**src/rtl/key_debouncer.sv**
```systemverilog
// Per-key debounce for active-low push buttons: two-flop synchronizer, a four-state
// qualify/hold FSM per key, and registered press/release/long-press pulses plus level.
module key_debouncer #(
  parameter int N_KEYS          = 3,
  parameter int DEBOUNCE_CYCLES = 1000000,
  parameter int LONG_CYCLES     = 50000000
) (
  input  logic              i_clk,
  input  logic              i_rst,
  input  logic [N_KEYS-1:0] i_key_n,
  output logic [N_KEYS-1:0] o_key_pulse,
  output logic [N_KEYS-1:0] o_key_release,
  output logic [N_KEYS-1:0] o_key_level,
  output logic [N_KEYS-1:0] o_key_long
);

  localparam int DW = $clog2(DEBOUNCE_CYCLES + 1);
  localparam int HW = $clog2(LONG_CYCLES + 1);
  localparam logic [DW-1:0] D_MAX  = DW'(DEBOUNCE_CYCLES);
  localparam logic [HW-1:0] H_MAX  = HW'(LONG_CYCLES);
  localparam logic [HW-1:0] H_LAST = HW'(LONG_CYCLES - 1);

  typedef enum logic [1:0] {S_REL, S_PWAIT, S_PRS, S_RWAIT} state_t;

  logic [N_KEYS-1:0] sync1, sync2;

  // Synchronizer stage: resets to the released (high) pin level
  always_ff @(posedge i_clk or posedge i_rst) begin
    if (i_rst) begin
      sync1 <= '1;
      sync2 <= '1;
    end else begin
      sync1 <= i_key_n;
      sync2 <= sync1;
    end
  end

  for (genvar k = 0; k < N_KEYS; k++) begin : g_key
    state_t          state, state_nxt;
    logic [DW-1:0]   dcnt, dcnt_nxt;
    logic [HW-1:0]   hcnt, hcnt_nxt;
    logic            p;
    logic            press_ev, rel_ev, long_ev;
    logic            pulse_q, rel_q, level_q, long_q;

    assign p = ~sync2[k];

    always_comb begin
      state_nxt = state;
      dcnt_nxt  = dcnt;
      hcnt_nxt  = hcnt;
      press_ev  = 1'b0;
      rel_ev    = 1'b0;
      long_ev   = 1'b0;
      unique case (state)
        S_REL: begin
          if (p) begin
            state_nxt = S_PWAIT;
            dcnt_nxt  = DW'(1);
          end else begin
            dcnt_nxt  = '0;
          end
        end
        S_PWAIT: begin
          if (!p) begin
            state_nxt = S_REL;
            dcnt_nxt  = '0;
          end else if (dcnt == D_MAX) begin
            state_nxt = S_PRS;
            hcnt_nxt  = '0;
            press_ev  = 1'b1;
          end else begin
            dcnt_nxt  = dcnt + DW'(1);
          end
        end
        S_PRS: begin
          if (!p) begin
            state_nxt = S_RWAIT;
            dcnt_nxt  = DW'(1);
          end else if (hcnt != H_MAX) begin
            // Saturation at H_MAX is what keeps the long event to once per press
            hcnt_nxt  = hcnt + HW'(1);
            long_ev   = (hcnt == H_LAST);
          end
        end
        S_RWAIT: begin
          if (p) begin
            state_nxt = S_PRS;
          end else if (dcnt == D_MAX) begin
            state_nxt = S_REL;
            rel_ev    = 1'b1;
          end else begin
            dcnt_nxt  = dcnt + DW'(1);
          end
        end
        default: state_nxt = S_REL;
      endcase
    end

    // FSM and registered event stage
    always_ff @(posedge i_clk or posedge i_rst) begin
      if (i_rst) begin
        state   <= S_REL;
        dcnt    <= '0;
        hcnt    <= '0;
        pulse_q <= 1'b0;
        rel_q   <= 1'b0;
        level_q <= 1'b0;
        long_q  <= 1'b0;
      end else begin
        state   <= state_nxt;
        dcnt    <= dcnt_nxt;
        hcnt    <= hcnt_nxt;
        pulse_q <= press_ev;
        rel_q   <= rel_ev;
        level_q <= (state_nxt == S_PRS) || (state_nxt == S_RWAIT);
        long_q  <= long_ev;
      end
    end

    assign o_key_pulse[k]   = pulse_q;
    assign o_key_release[k] = rel_q;
    assign o_key_level[k]   = level_q;
    assign o_key_long[k]    = long_q;
  end

endmodule

```
**config.mk**
```make
export PLATFORM = sky130hd
export DESIGN_NAME = key_debouncer
export DESIGN_NICKNAME = d
export VERILOG_FILES = /design/src/rtl/key_debouncer.sv
export SDC_FILE = /design/constraint.sdc
export NUM_CORES = 1
export LEC_CHECK = 0
export ABC_AREA = 1
export BUFFER_PORTS_ARGS = -buffer_cell sky130_fd_sc_hd__buf_2
export CAP_MARGIN = 20
export CORE_MARGIN = 8
export CORE_UTILIZATION = 35
export CTS_CLUSTER_DIAMETER = 80
export DETAILED_ROUTE_END_ITERATION = 16
export GPL_ROUTABILITY_DRIVEN = 1
export GPL_TIMING_DRIVEN = 0
export SLEW_MARGIN = 20
export SYNTH_ARGS = -nofsm -noshare
export SYNTH_HDL_FRONTEND = slang
export SYNTH_SLANG_ARGS = --single-unit
```
**constraint.sdc**
```tcl
create_clock -name i_clk -period 6.8 [get_ports i_clk]
set_clock_uncertainty 0.15 [all_clocks]
set_input_delay 1.02 -clock i_clk [delete_from_list [all_inputs] [get_ports i_clk]]
set_output_delay 1.02 -clock i_clk [all_outputs]
set_load 0.01 [all_outputs]
```
==> metrics <==
Fmax achieved 420 MHz; pin count of the biggest net entering global routing 97; vias in the first global route 10000; Fill cells 3306; Synthesized Nets 1742; crit path max-delay cell type dfrtp_1; part of the Yosys area used for sequential elements 36.6%; DRC 0; htree depth 4; Ys Warns 0; Final min period 2380 ps; Mapped Area 0.0110 mm^2; post-synth top area share 35.2%; WL per Instance 12.9 um; startpoint class of the critical path register; WP data arrival 1210 ps; drt total wl 28100 um; crit-path cells buf_4 > buf_2; drt first pass iters 8; CP Max Fanout 8; CTS max path bufs 2; setup violators final 0; CORE AREA 0.0313 mm^2; status completed; Die Footprint 0.0375 mm^2; dpl hpwl 21000 um; Antenna Cells 0; GPL Wtd Cong 0.909; number of enable flip-flop cells after synthesis 0; GRT overflow 0; RSZ-0062 raised after global routing no; Die Ht 194 um; area of the multi-input gates 0.00606 mm^2; Final Max Tran Viols 0; Static Leak 5.45 nW; die width 194 um; top area cells in the synthesized netlist dfrtp_1, nand2_1, nor2_1; Layout Utilization 39.2%; Post-CTS Setup Inserts 0; CTS tree done; FP Rows 65; Hold Vio Cnt, Final 0; layout cells sized above 1 6.54%; Post-Layout Inst Area 0.0123 mm^2; Inserted Clock Buffers 17; Starting Density 35.2%; setup TNS 0 ps; # nets final 1778; kind of critical path register to primary output; Slew @ Worst Pin 685 ps; Clock Root Buffer clkbuf_16; Synth Area per Inst 6.39 um^2; Reg clk slew, reported paths 70 ps; remaining antenna violation count 0; PwrDens 169 mW/mm^2; Synth area leader dfrtp_1; Worst Hold Class register to register; Max VDD drop 0.158 mV; Tcrit/Tclk final 35.0%; CTS Sinks 161; number of synthesized register bits 161; Mapped Cells 1725; GRT Total Usage 15.3%; Area Growth Syn to Fin 11.2%; PortBufs 16; CP Buf/Inv Count 2; Via density 4.87; kind of cell adding the most delay to the critical path flip-flops; top_reg_cell synth dfrtp_1; first-pass GRT wire length 48800 um; Vias 10600; Max-cap violations 0; clk_lat worst skew 440 ps; Crit path largest cell delay 480 ps; antenna violations before repair 0; placed cell area 0.0116 mm^2; cts repair resizes 0; Worst slew margin 54.0%; I/O Pins 17; DRT iter0 DRCs 791; Worst Path Required 5630 ps; hold_buf cts 0; Reg area 0.00404 mm^2; ys async rst share 100%; Tot Pwr 2.07 mW; post-synth cell types 38; Crit. End Element primary output
## through the flow
step | hold slack, ps | instances | setup WS (ps)
final | 207 | 2176 | 4420
after global routing | 205 | 2176 | 4280
after CTS | 208 | 2176 | 4400
after detailed placement | 198 | 2144 | 4550
after global placement | 197 | 2143 | -874
after floorplan | 195 | 1725 | 1290
## cells in the final DEF (no fill, tap or decap), drive strengths merged
master    instances
ha               12
a211oi            3
o21bai            5
nand2           615
nand2b            1
nand3           187
bufinv            3
o2111ai           3
clkbuf           30
inv             175
xnor2            22
o211a             1
nor4              7
buf              51
nor3             41
xor2             22
o211ai            1
dfstp             6
nor2            338
and2              2
o21ai            32
clkinv            3
a21oi             7
or2               1
clkinvlp          3
dfrtp           155
nand4            42
nand3b            1
nor3b             5
## cell usage after synthesis, types with 5 or more instances
| library cell | n |
|---|---|
| inv_1 | 161 |
| buf_6 | 5 |
| buf_4 | 18 |
| ha_1 | 12 |
| nand3_1 | 184 |
| dfstp_2 | 6 |
| dfrtp_1 | 155 |
| nor4_1 | 7 |
| nor3b_1 | 5 |
| inv_2 | 6 |
| clkbuf_1 | 13 |
| xnor2_1 | 22 |
| o21bai_1 | 5 |
| nand2_1 | 610 |
| nor2_1 | 333 |
| nand4_1 | 40 |
| xor2_1 | 22 |
| o21ai_0 | 32 |
| buf_2 | 11 |
| a21oi_1 | 7 |
| nor3_1 | 37 |
## registers in the layout, indices dropped and copies added, names as in the netlist
name,count
g_key.dcnt,60
g_key.hcnt,78
g_key.level_q,3
g_key.long_q,3
g_key.pulse_q,3
g_key.rel_q,3
g_key.state,5
sync1,3
sync2,3
## power breakdown
group / internal [mW] / switching [mW] / total [mW]
Clock: 0.591 / 0.457 / 1.05
Sequential: 0.964 / 0.00623 / 0.970
Combinational: 0.0104 / 0.0401 / 0.0505
Total: 1.56 / 0.504 / 2.07
## area by class of cell
cell class                      instances  area share [%]
Multi-Input combinational cell       1348            49.4
Sequential cell                       161            32.9
Inverter                              169            5.23
Tap cell                              402            4.10
Clock buffer                           17            3.47
Buffer                                 47            2.41
Clock inverter                         15            1.59
Timing Repair Buffer                   17           0.877
## per-layer routing
metal / global-route usage (%) / wire length (um)
met1: 20.9 / 13800
met2: 24.8 / 13000
met4: 4.19 / 391
met5: 0 / 0
met3: 2.24 / 1020
## worst reg2reg max path, cell delays in order (launching register included)
cell and delay, ps:
dfrtp_1 440, inv_1 140, ha_1 160, inv_1 40, nor2_1 80, nand2_1 50, nor2_1 170, nand3_2 180
nor2_4 180, nand2_4 120, clkbuf_1 250, nand3_1 160, nand2_1 60
## worst paths after layout
check	from	endpoint	slack, ps	cells after the start
min in group asynchronous	i_rst	g_key[2].dcnt[15]$_DFFE_PP0P_	460	2
min	sync1[2]$_DFF_PP1_	sync2[2]$_DFF_PP1_	210	0
max	g_key[2].level_q$_DFF_PP0_	o_key_level[2]	4420	2
max reg2reg	g_key[2].dcnt[0]$_DFFE_PP0P_	g_key[2].hcnt[9]$_DFFE_PP0P_	4540	12
max in group asynchronous	i_rst	sync2[0]$_DFF_PP1_	5180	3
min reg2reg	sync1[2]$_DFF_PP1_	sync2[2]$_DFF_PP1_	210	0
## kinds of logic (layout without fill, tap and decap cells)
logic type / count (synthesis) / after routing / synth area share (%)
compound gates: 52 / 52 / 2.71
xor+xnor: 44 / 44 / 3.49
fa+ha+maj: 12 / 12 / 1.36
buf+inv: 216 / 265 / 8.43
flops: 161 / 161 / 36.6
simple gates: 1240 / 1240 / 47.4
Note: power is estimated with default switching activity, not from simulation.
